===== config.mk =====
export PLATFORM = sky130hd
export DESIGN_NAME = binary_frame_packer
export DESIGN_NICKNAME = d
export VERILOG_FILES = /design/src/rtl/binary_pkg.sv /design/src/rtl/bit_pack_shift.sv /design/src/rtl/binary_frame_packer.sv
export SDC_FILE = /design/constraint.sdc
export NUM_CORES = 1
export LEC_CHECK = 0
export BUFFER_PORTS_ARGS = -buffer_cell sky130_fd_sc_hd__buf_2
export CAP_MARGIN = 20
export CORE_ASPECT_RATIO = 2
export CORE_UTILIZATION = 52
export CTS_BUF_LIST = sky130_fd_sc_hd__clkbuf_16
export CTS_CLUSTER_DIAMETER = 40
export DETAILED_ROUTE_END_ITERATION = 8
export PLACE_DENSITY = 0.82
export SETUP_SLACK_MARGIN = 0.5
export SYNTH_ARGS = -nofsm -noshare
export SYNTH_HDL_FRONTEND = slang
export SYNTH_HIERARCHICAL = 1
export SYNTH_SLANG_ARGS = --single-unit
export TNS_END_PERCENT = 5

===== constraint.sdc =====
create_clock -name iCLK -period 2.15 [get_ports iCLK]
set_clock_uncertainty 0.1 [all_clocks]
set_input_delay 0.215 -clock iCLK [delete_from_list [all_inputs] [get_ports iCLK]]
set_output_delay 0.215 -clock iCLK [all_outputs]
set_load 0.02 [all_outputs]

===== src/rtl/binary_pkg.sv =====
// Shared defaults and state encoding for the binary frame packer.
package binary_pkg;

  localparam int unsigned FRAME_LEN_DEF = 64;
  localparam int unsigned WORD_W_DEF    = 8;
  localparam int unsigned CNT_W_DEF     = 7;

  localparam logic [0:0] ST_IDLE = 1'b0;
  localparam logic [0:0] ST_PACK = 1'b1;

endpackage


===== src/rtl/bit_pack_shift.sv =====
// Shift register that packs one decision bit per enable, LSB first, and flags
// word completion either on a full word or on an external flush (frame end).
module bit_pack_shift
  import binary_pkg::*;
#(
  parameter int unsigned WORD_W = WORD_W_DEF
) (
  input  logic              iCLK,
  input  logic              iRSTn,
  input  logic              iEN,
  input  logic              iBIT,
  input  logic              iFLUSH,
  output logic [WORD_W-1:0] oWORD_c,
  output logic              oDONE_c
);

  localparam int unsigned IDX_W = $clog2(WORD_W);

  logic [WORD_W-1:0] shReg;
  logic [IDX_W-1:0]  bitIdx;
  logic [WORD_W-1:0] wordNext;
  logic              wordFull;

  // Word as it would look with the incoming bit included; upper bits stay zero.
  always_comb begin
    wordNext         = shReg;
    wordNext[bitIdx] = iBIT;
    wordFull         = (bitIdx == IDX_W'(WORD_W - 1)) | iFLUSH;
    oWORD_c          = wordNext;
    oDONE_c          = iEN & wordFull;
  end

  always_ff @(posedge iCLK or negedge iRSTn) begin
    if (!iRSTn) begin
      shReg  <= '0;
      bitIdx <= '0;
    end else if (iEN) begin
      if (wordFull) begin
        shReg  <= '0;
        bitIdx <= '0;
      end else begin
        shReg  <= wordNext;
        bitIdx <= bitIdx + IDX_W'(1);
      end
    end
  end

endmodule


===== src/rtl/binary_frame_packer.sv =====
// Packs the comparator decision stream into words per STFT frame, with frame
// hit count, valid/ready output register and sticky overflow flag.
module binary_frame_packer
  import binary_pkg::*;
#(
  parameter int unsigned FRAME_LEN = FRAME_LEN_DEF,
  parameter int unsigned WORD_W    = WORD_W_DEF,
  parameter int unsigned CNT_W     = CNT_W_DEF
) (
  input  logic              iCLK,
  input  logic              iRSTn,
  input  logic              iEN,
  input  logic              iDATA,
  input  logic              iCLR_OVF,
  output logic [WORD_W-1:0] oDATA,
  output logic              oVALID,
  input  logic              iREADY,
  output logic              oLAST,
  output logic [CNT_W-1:0]  oCNT,
  output logic              oFRAME_DONE,
  output logic              oOVF
);

  logic [0:0]        state;
  logic [0:0]        stateNext;
  logic [CNT_W-1:0]  binIdx;
  logic [CNT_W-1:0]  hitCnt;
  logic [CNT_W-1:0]  hitNext;
  logic              lastBin;
  logic              frameEnd;
  logic [WORD_W-1:0] word_c;
  logic              wordDone_c;
  logic              ovfEvent;

  assign lastBin  = (binIdx == CNT_W'(FRAME_LEN - 1));
  assign frameEnd = iEN & lastBin;
  assign hitNext  = hitCnt + CNT_W'(iDATA);
  // A completed word is lost only if the held word is not leaving this cycle.
  assign ovfEvent = wordDone_c & oVALID & ~iREADY;

  bit_pack_shift #(
    .WORD_W (WORD_W)
  ) uShift (
    .iCLK    (iCLK),
    .iRSTn   (iRSTn),
    .iEN     (iEN),
    .iBIT    (iDATA),
    .iFLUSH  (lastBin),
    .oWORD_c (word_c),
    .oDONE_c (wordDone_c)
  );

  always_ff @(posedge iCLK or negedge iRSTn) begin
    if (!iRSTn) begin
      state <= ST_IDLE;
    end else begin
      state <= stateNext;
    end
  end

  always_comb begin
    stateNext = state;
    case (state)
      ST_IDLE: if (iEN) stateNext = ST_PACK;
      ST_PACK: if (frameEnd) stateNext = ST_IDLE;
      default: stateNext = ST_IDLE;
    endcase
  end

  // Frame position and hit accounting run regardless of output back-pressure.
  always_ff @(posedge iCLK or negedge iRSTn) begin
    if (!iRSTn) begin
      binIdx      <= '0;
      hitCnt      <= '0;
      oCNT        <= '0;
      oFRAME_DONE <= 1'b0;
    end else begin
      oFRAME_DONE <= frameEnd;
      if (iEN) begin
        if (lastBin) begin
          binIdx <= '0;
          hitCnt <= '0;
          oCNT   <= hitNext;
        end else begin
          binIdx <= binIdx + CNT_W'(1);
          hitCnt <= hitNext;
        end
      end
    end
  end

  always_ff @(posedge iCLK or negedge iRSTn) begin
    if (!iRSTn) begin
      oDATA  <= '0;
      oVALID <= 1'b0;
      oLAST  <= 1'b0;
    end else if (wordDone_c && !ovfEvent) begin
      oDATA  <= word_c;
      oVALID <= 1'b1;
      oLAST  <= lastBin;
    end else if (oVALID && iREADY) begin
      oVALID <= 1'b0;
    end
  end

  always_ff @(posedge iCLK or negedge iRSTn) begin
    if (!iRSTn) begin
      oOVF <= 1'b0;
    end else if (ovfEvent) begin
      oOVF <= 1'b1;
    end else if (iCLR_OVF) begin
      oOVF <= 1'b0;
    end
  end

endmodule


Word-level counts from Yosys, hierarchy flattened

Index checks and enable logic that the tools add are counted.

Flip-flop bits (word level): 44
Word-level logic and storage cells: 41

$add $sub $neg: 3
Magnitude comparators: 2
Equal/unequal tests: 2
Mux-type cells: 11
Bitwise operators: 6
Reductions and logical operators: 7

Operators by type and width:

| kind                                                               | number |
|---|---|
| 2-to-1 mux 7 bit                                                   | 2 |
| bitwise mux 8 bit                                                  | 1 |
| 2-to-1 mux 8 bit                                                   | 1 |
| adder 7 x 1 -> 7 bit                                               | 1 |
| adder 7 x 1 -> 7 bit (second input constant)                       | 1 |
| equality test 7 x 6 -> 1 bit (second input constant)               | 1 |
| 2-to-1 mux 1 bit                                                   | 5 |
| bitwise AND 1 bit                                                  | 4 |
| less-than comparator 3 x 4 -> 1 bit (second input constant)        | 1 |
| nonzero test 2 bit                                                 | 2 |
| adder 3 x 1 -> 3 bit (second input constant)                       | 1 |
| demux 1 bit (select 3 bit)                                         | 1 |
| equality test 3 bit (second input constant)                        | 1 |
| greater-or-equal comparator 3 x 1 -> 1 bit (second input constant) | 1 |
| logical AND 1 bit                                                  | 3 |
| 2-to-1 mux 3 bit                                                   | 1 |
| AND reduction 2 bit                                                | 1 |
| logical NOT 1 bit                                                  | 1 |
| NOT 1 bit                                                          | 1 |
| OR 1 bit                                                           | 1 |

Longest topological paths before layout

Gate-level depths: netlist (run 1).

Depth after elaboration: 8
Depth in mapped cells: 7
Mapped depth without buffers: 7

Hierarchy

Netlist (run 1), hierarchy kept.

By module, submodules not included:

| module              | instances | cells an instance | area an instance (um^2) | sequential area each (um^2) |
|---|---|---|---|---|
| binary_frame_packer | 1         | 116               | 1433.9                  | 825.8 |
| bit_pack_shift      | 1         | 65                | 689.4                   | 275.3 |

Worst setup path before layout (run 1)

No wires, ideal clock.

Path type: register -> register
Start: register binIdx[0]
End: register oDATA[0]
Setup time: 0.125 ns
Arrival time: 1.925 ns
Path slack: 0.001 ns
Cell stages (with the launch flop): 8
Buffers on the path: 0
Period minus slack after synthesis: 2.149 ns
Path through: dfrtp_1 ha_1 nand4_4 nor2_1 or2_1 and2_1 nand2_1 mux2_2

Longest elaborated chain between the ends: 7

Ends and longest elaborated chain:

| element                          | line                      | source |
|---|---|---|
| start, declared                  | binary_frame_packer.sv:26 | `logic [CNT_W-1:0] binIdx;` |
| start signal, assigned           | binary_frame_packer.sv:85 | `binIdx <= binIdx + CNT_W'(1);` |
| equality test 7 x 6 -> 1 bit (*) | binary_frame_packer.sv:35 | `assign lastBin = (binIdx == CNT_W'(FRAME_LEN - 1));` |
| net lastBin                      | binary_frame_packer.sv:29 | `logic lastBin;` |
| OR 1 bit (*)                     | bit_pack_shift.sv:28      | `wordFull = (bitIdx == IDX_W'(WORD_W - 1)) \| iFLUSH;` |
| bitwise AND 1 bit (*)            | bit_pack_shift.sv:30      | `oDONE_c = iEN & wordFull;` |
| net wordDone_c                   | binary_frame_packer.sv:32 | `logic wordDone_c;` |
| bitwise AND 1 bit (2 in a row)   | binary_frame_packer.sv:39 | `assign ovfEvent = wordDone_c & oVALID & ~iREADY;` |
| logical NOT 1 bit                | binary_frame_packer.sv:97 | `end else if (wordDone_c && !ovfEvent) begin` |
| logical AND 1 bit (*)            | binary_frame_packer.sv:97 |  |
| end signal, assigned             | binary_frame_packer.sv:98 | `oDATA <= word_c;` |
| end, declared                    | binary_frame_packer.sv:15 | `output logic [WORD_W-1:0] oDATA,` |

Mark *: on every way through the listed nets, which the timed path passes. The rest lies on a longest branch.
A chain may end at the register's enable or synchronous reset.

Worst setup path after layout (run 1)

Start: register uShift.bitIdx[0]
End: register oDATA[6]

Elaborated cells on any way between the ends: 13
Classes of those cells: order compare (2); eq/ne (1); mux (3); bitwise (4); reduce/logical (3)

RTL lines:

| element                                                                                                                        | line                      | source |
|---|---|---|
| start, declared                                                                                                                | bit_pack_shift.sv:20      | `logic [IDX_W-1:0] bitIdx;` |
| start signal, assigned                                                                                                         | bit_pack_shift.sv:43      | `bitIdx <= bitIdx + IDX_W'(1);` |
| less-than comparator 3 x 4 -> 1 bit (implied by the code) / greater-or-equal comparator 3 x 1 -> 1 bit (equally long branches) | bit_pack_shift.sv:27      | `wordNext[bitIdx] = iBIT;` |
| logical AND 1 bit (implied by the code)                                                                                        | bit_pack_shift.sv:27      |  |
| 2-to-1 mux 1 bit (implied by the code)                                                                                         | bit_pack_shift.sv:27      |  |
| demux 1 bit (select 3 bit) (*)                                                                                                 | --                        |  |
| bitwise mux 8 bit (*)                                                                                                          | bit_pack_shift.sv:27      |  |
| net word_c[6]                                                                                                                  | binary_frame_packer.sv:31 | `logic [WORD_W-1:0] word_c;` |

Marks and branches as above.

==> reports/results.ini, run 1 <==
[status]
status=finished clean

[clock_tree]
path_clk_slew_ps=60
cts.sinks=44
cts_buffer_depth=2
cts_tree=done
root_buffer=clkbuf_16
cts-buffers-inserted=5
clk_latency_ps=280
htree_num_levels=2

[cells_and_area]
fin_nets=237
synthToLayoutAreaGrowth_pct=26.5
multiInputGateArea_sq_um=1070
register_area_sq_um=1100
nFillCells=303
layout-drive-gt1-share_pct=37.6
stdcell_area_sq_um=2690
antennaDiodeCount=0

[critical_path]
crit_top_cell=buf_4
cp.required_ps=2220
cp-start-kind=register
critical_path_class=register to register
critPathMaxStageDelay_ps=400
crit_arrival_ps=1870
critPathMaxFanout=9
crit_chain=buf_4 > buf_4 > and3b_1 > mux2_1 > mux2_4
critPathCaptureType=register
crit_slowest_cell=dfrtp_1

[global_route]
grt_overflow=0
antenna_found_initial=0
grt_max_degree=45
grt_pass1_wl_um=7580
grt.total_usage_pct=24.8
grt_pass1_vias=1708

[sta]
fmax_ghz=0.554
fin_setup_tns_ps=0
rsz0062_at_grt=true
setup_viol=0
slew_headroom_pct=72.0
drv_slew=0
setup_ws_ps=347
hold_ws_ps=23.5
fin_crit_sh_pct=83.9
worst_pin_slew_ps=418
hold_violations=0
fin_crit_ps=1800

[synthesis]
synth.yosys.seq_area_share_pct=51.9
synth_edf_count=0
synth_warnings=6
syn_inst=181
yosys_most_used_dff=dfrtp_1
synthArstFlopShare_pct=100
synth_nets=192
synth_area_per_cell_sq_um=11.7
netlist_area_sq_um=2120
ys_seq_elements=44
synth_cell_types=45

[placement]
placed_area_sq_um=2420
dp_slack_ps=212
io_buffers=24
place_hpwl_um=3080
gp_congestion=0.768

[power]
p_leak_nw=1.30
peakVddDrop_uv=902
p_int_mw=2.05
power.total_mw=3.12
seqPwrFrac_pct=41.5
power.switching_mw=1.06
combPwrFrac_pct=36.1
switching_share_pct=34.1
clkPwrFrac_pct=22.5
cellPowerDensity_nw_per_um2=1160

[floorplan]
die_w_um=47.2
io_pins=25
die_area_sq_um=4360
core-area_sq_um=3880
start_util_pct=54.7
placement_rows=32
die-height_um=92.4

[detailed_routing]
vias=1578
dr.pass1.iters=4
post-route-drc-count=0
via_per_inst=5.70
routed_wl_um=4520
routedWlPerCell_um=16.3
drt_iter0_markers=23
detail-route-antenna-nets=0

[job]
drv_cap=0

[worst_hold_path]
holdCritPathClass=input port to register

power by group through the flow:
stage | clock, mW | combinational (mW) | sequential [mW]
floorplan | 0 | 0.668 | 1.37
global placement | 0 | 1.00 | 1.29
detailed placement | 0 | 1.04 | 1.30
CTS | 0.719 | 1.10 | 1.29
global route | 0.741 | 1.25 | 1.33
finish | 0.701 | 1.12 | 1.29
layer usage:
metal / part of all wire (%) / vias up / track usage, %
li1: - / 746 / -
met1: 36 / 776 / 25.5
met2: 57 / 41 / 42.9
met3: 2.7 / 15 / 4.29
met4: 3.9 / 0 / 15.2
met5: 0 / - / 0
flip-flops by register name, summed over array words and instances (netlist names):
name           count
oOVF               1
binIdx             7
oDATA              8
uShift/shReg       8
hitCnt             7
oFRAME_DONE        1
oCNT               7
oVALID             1
oLAST              1
uShift/bitIdx      3
final timing paths:
path                                  startpoint               to  slack, ps  cells past startpoint
max in group asynchronous                  iRSTn        binIdx[3]       1390                      3
min in group asynchronous                  iRSTn  uShift/shReg[6]        350                      3
worst min register to register   uShift/shReg[2]  uShift/shReg[2]        400                      1
worst max-delay path            uShift/bitIdx[0]         oDATA[6]        350                      5
worst max register to register  uShift/bitIdx[0]         oDATA[6]        350                      5
worst min-delay path                    iCLR_OVF             oOVF         20                      2
area by class of cell:
type                    instances  area share, %
repair buffers                 43           10.3
inverters                      10           1.40
flip-flops and latches         44           41.0
well taps                      51           2.38
clock buffers                   5           4.66
clock inverters                 2          0.326
multi-input cells             122           39.9
placed cells by master (no fill, tap or decap), types with 3 or more instances in the layout:
cell type	n
dfrtp_1	44
buf_2	24
buf_4	17
nand2_1	11
inv_1	11
mux2_2	9
o21ai_0	9
mux2_4	9
nand3_1	6
a22o_1	6
o22ai_1	5
clkbuf_16	5
a21oi_1	4
xor2_1	3
mux2i_1	3
or3_1	3
o2bb2ai_1	3
a31oi_1	3
mux2_1	3
o21ai_1	3
timing repair:
item,CTS,global route
cloned,1,0
hold buffers,1,0
endpoints found under the setup margin,23,29
hold endpoints to repair,44,0
setup buffers,8,2
pin swaps,2,4
gates resized for setup,4,3
worst max-delay path, delay by kind of cell, from the launching register on:
family,cells,cell delay [ps]
buffers and inverters,2,310
DFF,1,400
muxes,2,610
and+or+nand+nor,1,270
kinds of logic (layout without fill, tap and decap cells):
family	count (synthesis)	count (layout)	synth area share, %
adders and majority gates	5	5	2.95
and+or+nand+nor	45	46	14.3
muxes	24	24	12.6
AOI/OAI and AO/OA	42	42	13.1
buffers and inverters	16	60	3.18
xor gates and xnor gates	5	5	2.06
DFF	44	44	51.9
synthesized netlist by cell type (all sizes together) (3+ instances only):
master | instances | area share, %
inv | 10 | 1.8
nand3 | 6 | 1.4
o2bb2ai | 3 | 1.2
nor3b | 3 | 2.1
nor3 | 3 | 1.5
ha | 5 | 2.9
xor2 | 3 | 1.2
mux2i | 3 | 1.4
a21oi | 4 | 0.94
a31oi | 3 | 0.88
o22ai | 5 | 1.5
nand2 | 12 | 2.1
a22o | 6 | 2.5
dfrtp | 44 | 52
nand4 | 3 | 1.6
mux2 | 21 | 11
o21ai | 12 | 2.8
nor2 | 3 | 0.65
buf | 4 | 1.1
or3 | 3 | 0.88
stage by stage:
step                      util [%]  cells
after floorplan                  -    181
after global placement        62.4    258
after detailed placement      62.4    258
after CTS                     68.4    275
after global routing          69.1    277
final                         69.1    277
No activity file was read; power rests on OpenSTA's default activity.
==> inputs of run 2 (changes only) <==
- ABC_AREA: default -> 1
- CORE_UTILIZATION: 52 -> 58
- PLACE_DENSITY: 0.82 -> 0.86
- clock period: 2.15 -> 1.82 ns (I/O delays scaled with it)
==> run 2 against run 1 <==
Compared with the run above: utilization grew 5.5 points; die area shrank 5.2%; highest routed layer unchanged; clock power grew 43%; maximum frequency grew 16%; critical path depth grew 3.
==> reports/results.ini, run 2 <==
[clock_tree]
cts.sinks=44
root_buffer=clkbuf_16
cts-buffers-inserted=5
clk_latency_ps=280
path_clk_slew_ps=60
cts_tree=done
cts_buffer_depth=2
htree_num_levels=2

[floorplan]
die_w_um=46.0
placement_rows=31
start_util_pct=61.5
die_area_sq_um=4130
die-height_um=89.9
io_pins=25
core-area_sq_um=3650

[critical_path]
crit_arrival_ps=1630
cp-start-kind=register
critPathCaptureType=register
crit_slowest_cell=dfrtp_1
cp.required_ps=1890
critPathMaxFanout=6
crit_top_cell=nor2_4
cp.buffers_inverters=0
critPathMaxStageDelay_ps=430
crit_chain=ha_4 > nand3_4 > nor2_4 > nor2_4 > nor2_4 > nand2_2 > nand2_1 > nand2_1
crit_family=simple AND/OR/NAND/NOR gates
critical_path_class=register to register

[synthesis]
synth.yosys.seq_area_share_pct=49.1
yosys-top-cells-area=dfrtp_1 49%, nand2_1 15%, nand3_1 5.8%
synth_top_area_cell=dfrtp_1
syn_inst=266
synth_cell_types=27
synth_warnings=6
ys_seq_elements=44
synth_common_cells=91 x nand2_1, 44 x dfrtp_1, 26 x nand3_1
netlist_area_sq_um=2240
synthArstFlopShare_pct=100
synth_nets=277
synth_edf_count=0
yosys_most_used_dff=dfrtp_1
synth_top_area_share_pct=49.1
synthMostInstantiatedCell=nand2_1
synth_area_per_cell_sq_um=8.42

[placement]
placed_area_sq_um=2410
io_buffers=24
place_hpwl_um=3460
gp_congestion=0.824

[detailed_routing]
via_per_inst=5.34
post-route-drc-count=0
routed_wl_um=5280
vias=1895
dr.pass1.iters=4
routedWlPerCell_um=14.9
drt_iter0_markers=74
detail-route-antenna-nets=0

[cells_and_area]
stdcell_area_sq_um=2720
layout_common_cells=89 x nand2_1, 44 x dfrtp_1, 26 x nand3_1, 25 x inv_1, 24 x buf_2
antennaDiodeCount=0
largest_registers=oDATA x8, uShift/shReg x8
synthToLayoutAreaGrowth_pct=21.4
nFillCells=272
final_common_cell=nand2_1
layout-drive-gt1-share_pct=24.8
fin_nets=316

[sta]
fmax_ghz=0.641
worst_pin_slew_ps=549
fin_setup_tns_ps=0
hold_violations=0
drv_slew=0
slew_headroom_pct=63.4
rsz0062_at_grt=true
fin_crit_sh_pct=85.7
fin_crit_ps=1560
hold_ws_ps=100
setup_viol=0

[global_route]
grt.total_usage_pct=29.3
antenna_found_initial=0
grt_pass1_vias=1981
grt_overflow=0
grt_pass1_wl_um=8820
grt_max_degree=45

[power]
peakVddDrop_uv=1140
cellPowerDensity_nw_per_um2=1470
p_leak_nw=1.46
clkPwrFrac_pct=25.1
power.switching_mw=1.52
switching_share_pct=38.1
combPwrFrac_pct=35.7
p_int_mw=2.48
seqPwrFrac_pct=39.2
power.total_mw=4.00

[status]
status=finished clean

[job]
drv_cap=0

[worst_hold_path]
holdCritPathClass=input port to register

[run 2: layout make-up]
| cell class | count | area, sq um | share of cell area, % |
|---|---|---|---|
| inverters | 32 | 134 | 4.92 |
| clock buffers | 5 | 125 | 4.60 |
| multi-input cells | 184 | 1020 | 37.4 |
| flip-flops and latches | 44 | 1100 | 40.5 |
| clock inverters | 3 | 42.5 | 1.56 |
| repair inverters | 1 | 7.51 | 0.276 |
| repair buffers | 37 | 230 | 8.46 |
| well taps | 49 | 61.3 | 2.25 |
[run 2: cell families after synthesis]
| logic type | Yosys count | share of synthesized area [%] |
|---|---|---|
| AO/OA/AOI/OAI | 14 | 4.13 |
| XOR/XNOR | 6 | 2.35 |
| adder cells (fa/ha/maj) | 5 | 2.79 |
| buffers and inverters | 39 | 8.37 |
| flip-flops | 44 | 49.1 |
| multiplexers | 1 | 0.447 |
| AND/OR/NAND/NOR | 157 | 32.8 |
[run 2: through the flow]
| step | util [%] | setup slack (ps) | instances |
|---|---|---|---|
| after floorplan | - | 224 | 266 |
| after global placement | 66.2 | 313 | 338 |
| after detailed placement | 66.2 | 236 | 338 |
| after CTS | 73.9 | 281 | 355 |
| after global routing | 74.6 | 184 | 355 |
| final | 74.6 | 260 | 355 |
[run 2: path summary, 6_finish.rpt]
kind                       depth (start not counted)  slack (ps)         endpoint            start
max                                                8         260         oDATA[7]        binIdx[1]
min                                                4         100             oOVF           iREADY
max reg2reg                                        8         260         oDATA[7]        binIdx[1]
min reg2reg                                        2         370  uShift/shReg[7]  uShift/shReg[7]
max in group asynchronous                          3         830         oDATA[0]            iRSTn
min in group asynchronous                          3         410        binIdx[6]            iRSTn
[run 2: power groups by stage]
stage          clock (mW)  combinational [mW]  sequential [mW]
6_report             1.00                1.43             1.57
4_1_cts              1.02                1.40             1.55
2_1_floorplan           0               0.914             1.62
3_3_place_gp            0                1.27             1.54
5_1_grt              1.06                1.57             1.60
3_5_place_dp            0                1.33             1.56
[run 2: what timing repair did]
item                                    in CTS  in global routing
gates cloned                                 3                  0
endpoints found under the hold margin       45                  0
pin swaps                                    4                  2
buffers inserted                             4                  0
endpoints found under the setup margin      38                 41
hold buffers                                 2                  0
gates resized for setup                     13                  4
[run 2: metal layers]
layer / up-vias / wire (um) / global-route usage [%]
met5: - / 0 / 0
met4: 0 / 256 / 16.7
met3: 25 / 135 / 5.22
met2: 58 / 3020 / 52.7
met1: 898 / 1870 / 28.2
li1: 914 / - / -
[run 2: worst register-to-register path: stages (launching register included)]
cell,delay [ps]
dfrtp_1,430
ha_4,180
nand3_4,90
nor2_4,130
nor2_4,70
nor2_4,160
nand2_2,130
nand2_1,100
nand2_1,60
==> inputs of run 3 (changes only) <==
--- a/config.mk
+++ b/config.mk
@@ -10,13 +10,12 @@
 export CAP_MARGIN = 20
 export CORE_ASPECT_RATIO = 2
-export CORE_UTILIZATION = 58
+export CORE_UTILIZATION = 57
 export CTS_BUF_LIST = sky130_fd_sc_hd__clkbuf_16
 export CTS_CLUSTER_DIAMETER = 40
 export DETAILED_ROUTE_END_ITERATION = 8
-export PLACE_DENSITY = 0.86
+export PLACE_DENSITY = 0.85
 export SETUP_SLACK_MARGIN = 0.5
 export SYNTH_ARGS = -nofsm -noshare
 export SYNTH_HDL_FRONTEND = slang
-export SYNTH_HIERARCHICAL = 1
 export SYNTH_SLANG_ARGS = --single-unit
 export TNS_END_PERCENT = 5
--- a/constraint.sdc
+++ b/constraint.sdc
@@ -3,3 +3,3 @@
 set_input_delay 0.182 -clock iCLK [delete_from_list [all_inputs] [get_ports iCLK]]
 set_output_delay 0.182 -clock iCLK [all_outputs]
-set_load 0.02 [all_outputs]
+set_load 0.1 [all_outputs]
==> run 3 against run 2 <==
Compared with the run above: register-to-register slack better by 110 ps; synthesized area is 4.9% lower; cell count is 4.5% lower; utilization is 0.62 points lower.
==> reports/results.ini, run 3 <==
[status]
status=finished clean

[synthesis]
synth_cell_types=28
synth_top_area_cell=dfrtp_1
synthMostInstantiatedCell=nand2_1
ys_seq_elements=44
yosys_most_used_dff=dfrtp_1
synth_edf_count=0
yosys-top-cells-area=dfrtp_1 52%, nand2_1 19%, nand4_1 4.4%
synth_nets=261
synthArstFlopShare_pct=100
netlist_area_sq_um=2130
syn_inst=250
synth_top_area_share_pct=51.6
synth_common_cells=108 x nand2_1, 44 x dfrtp_1, 16 x inv_1
synth.yosys.seq_area_share_pct=51.6
synth_warnings=0
synth_area_per_cell_sq_um=8.53

[clock_tree]
cts_buffer_depth=2
cts_tree=done
cts-buffers-inserted=5
clk_latency_ps=290
path_clk_slew_ps=70
htree_num_levels=2
root_buffer=clkbuf_16
cts.sinks=44

[floorplan]
start_util_pct=59.1
die_w_um=45.2
die_area_sq_um=4000
core-area_sq_um=3610
placement_rows=31
die-height_um=88.5
io_pins=25

[global_route]
grt_pass1_wl_um=7690
grt_pass1_vias=1735
antenna_found_initial=0
grt.total_usage_pct=26.7
grt_max_degree=27
grt_overflow=0

[sta]
slew_headroom_pct=64.8
setup_viol=0
fin_crit_sh_pct=79.6
fmax_ghz=0.691
rsz0062_at_grt=true
worst_pin_slew_ps=527
fin_crit_ps=1450
fin_setup_tns_ps=0
hold_violations=0
drv_slew=0

[cells_and_area]
antennaDiodeCount=0
fin_nets=300
stdcell_area_sq_um=2670
multiInputGateArea_sq_um=1010
register_area_sq_um=1110
synthToLayoutAreaGrowth_pct=25.2
layout_common_cells=107 x nand2_1, 42 x dfrtp_1, 24 x buf_2, 15 x nand4_1
largest_registers=oDATA x8, uShift.shReg x8
final_common_cell=nand2_1
nFillCells=248
layout-drive-gt1-share_pct=27.9

[power]
peakVddDrop_uv=1180
cellPowerDensity_nw_per_um2=1550
power.total_mw=4.13
p_leak_nw=1.43

[critical_path]
crit_top_cell=nand2_2
critPathCaptureType=register
crit_chain=ha_4 > nand2_2 > nor2_4 > nand2_2 > buf_4 > nand2_1 > o21ai_1
critPathMaxFanout=7
cp-start-kind=register
crit_arrival_ps=1520
cp.buffers_inverters=1
critical_path_class=register to register
critPathMaxStageDelay_ps=410
cp.required_ps=1890
crit_family=flip-flops
crit_slowest_cell=dfrtp_1

[placement]
gp_congestion=0.891
placed_area_sq_um=2300
place_hpwl_um=3180
io_buffers=24

[detailed_routing]
detail-route-antenna-nets=0
vias=1882
routed_wl_um=5370
drt_iter0_markers=76
post-route-drc-count=0
via_per_inst=5.55
dr.pass1.iters=4
routedWlPerCell_um=15.8

[job]
drv_cap=0

[worst_hold_path]
holdCritPathClass=input port to register

## run 3: metrics by stage
stage	std cells	utilization [%]	hold slack, ps	setup WS, ps
global placement	319	63.8	55.8	370
floorplan	250	-	-214	498
global route	339	74.0	144	283
CTS	335	70.6	118	374
detailed placement	319	63.8	59.4	322
finish	339	74.0	135	372
## run 3: final cells by class
| cell class | count | share of cell area [%] |
|---|---|---|
| Timing Repair inverter | 1 | 0.281 |
| Timing Repair Buffer | 40 | 9.94 |
| Multi-Input combinational cell | 179 | 37.7 |
| Clock inverter | 3 | 0.891 |
| Sequential cell | 44 | 41.4 |
| Tap cell | 49 | 2.30 |
| Inverter | 18 | 2.77 |
| Clock buffer | 5 | 4.69 |
## run 3: what timing repair did
item	in CTS	in global routing
endpoints found under the setup margin	55	59
gates resized for setup	9	19
buffers inserted	4	4
cloned	2	0
hold buffers	2	0
endpoints found under the hold margin	19	0
pin swaps	5	6
## run 3: metal layers
layer,vias to the layer above,part of all wire (%),track usage (%)
met1,902,35,27.2
met4,0,4.5,17.4
met3,24,4.0,5.31
li1,879,-,-
met2,77,56,46.9
met5,-,0,0
## run 3: kinds of logic (layout without fill, tap and decap cells)
logic type,after synthesis,after routing,synth area share (%)
AND/OR/NAND/NOR,157,158,33.3
flip-flops,44,44,51.6
buffers and inverters,28,67,6.98
AO/OA/AOI/OAI,11,11,3.11
adder cells (fa/ha/maj),5,5,2.93
XOR/XNOR,5,5,2.05
## run 3: path summary, 6_finish.rpt
check / start / end / slack [ps] / depth (start not counted)
max: binIdx[0] / oCNT[4] / 370 / 7
min: iEN / binIdx[1] / 140 / 3
min reg2reg: oDATA[7] / oDATA[7] / 370 / 2
min in group asynchronous: iRSTn / binIdx[3] / 280 / 2
max reg2reg: binIdx[0] / oCNT[4] / 370 / 7
max in group asynchronous: iRSTn / oVALID / 820 / 3
## run 3: power by group
group | internal (mW) | switching [mW]
Sequential | 1.26 | 0.247
Combinational | 0.468 | 1.26
Clock | 0.510 | 0.387
## run 3: worst register-to-register path, stage by stage, from the launching register on
cell and delay (ps):
dfrtp_1 410, ha_4 170, nand2_2 90, nor2_4 140, nand2_2 120, buf_4 190, nand2_1 60, o21ai_1 60
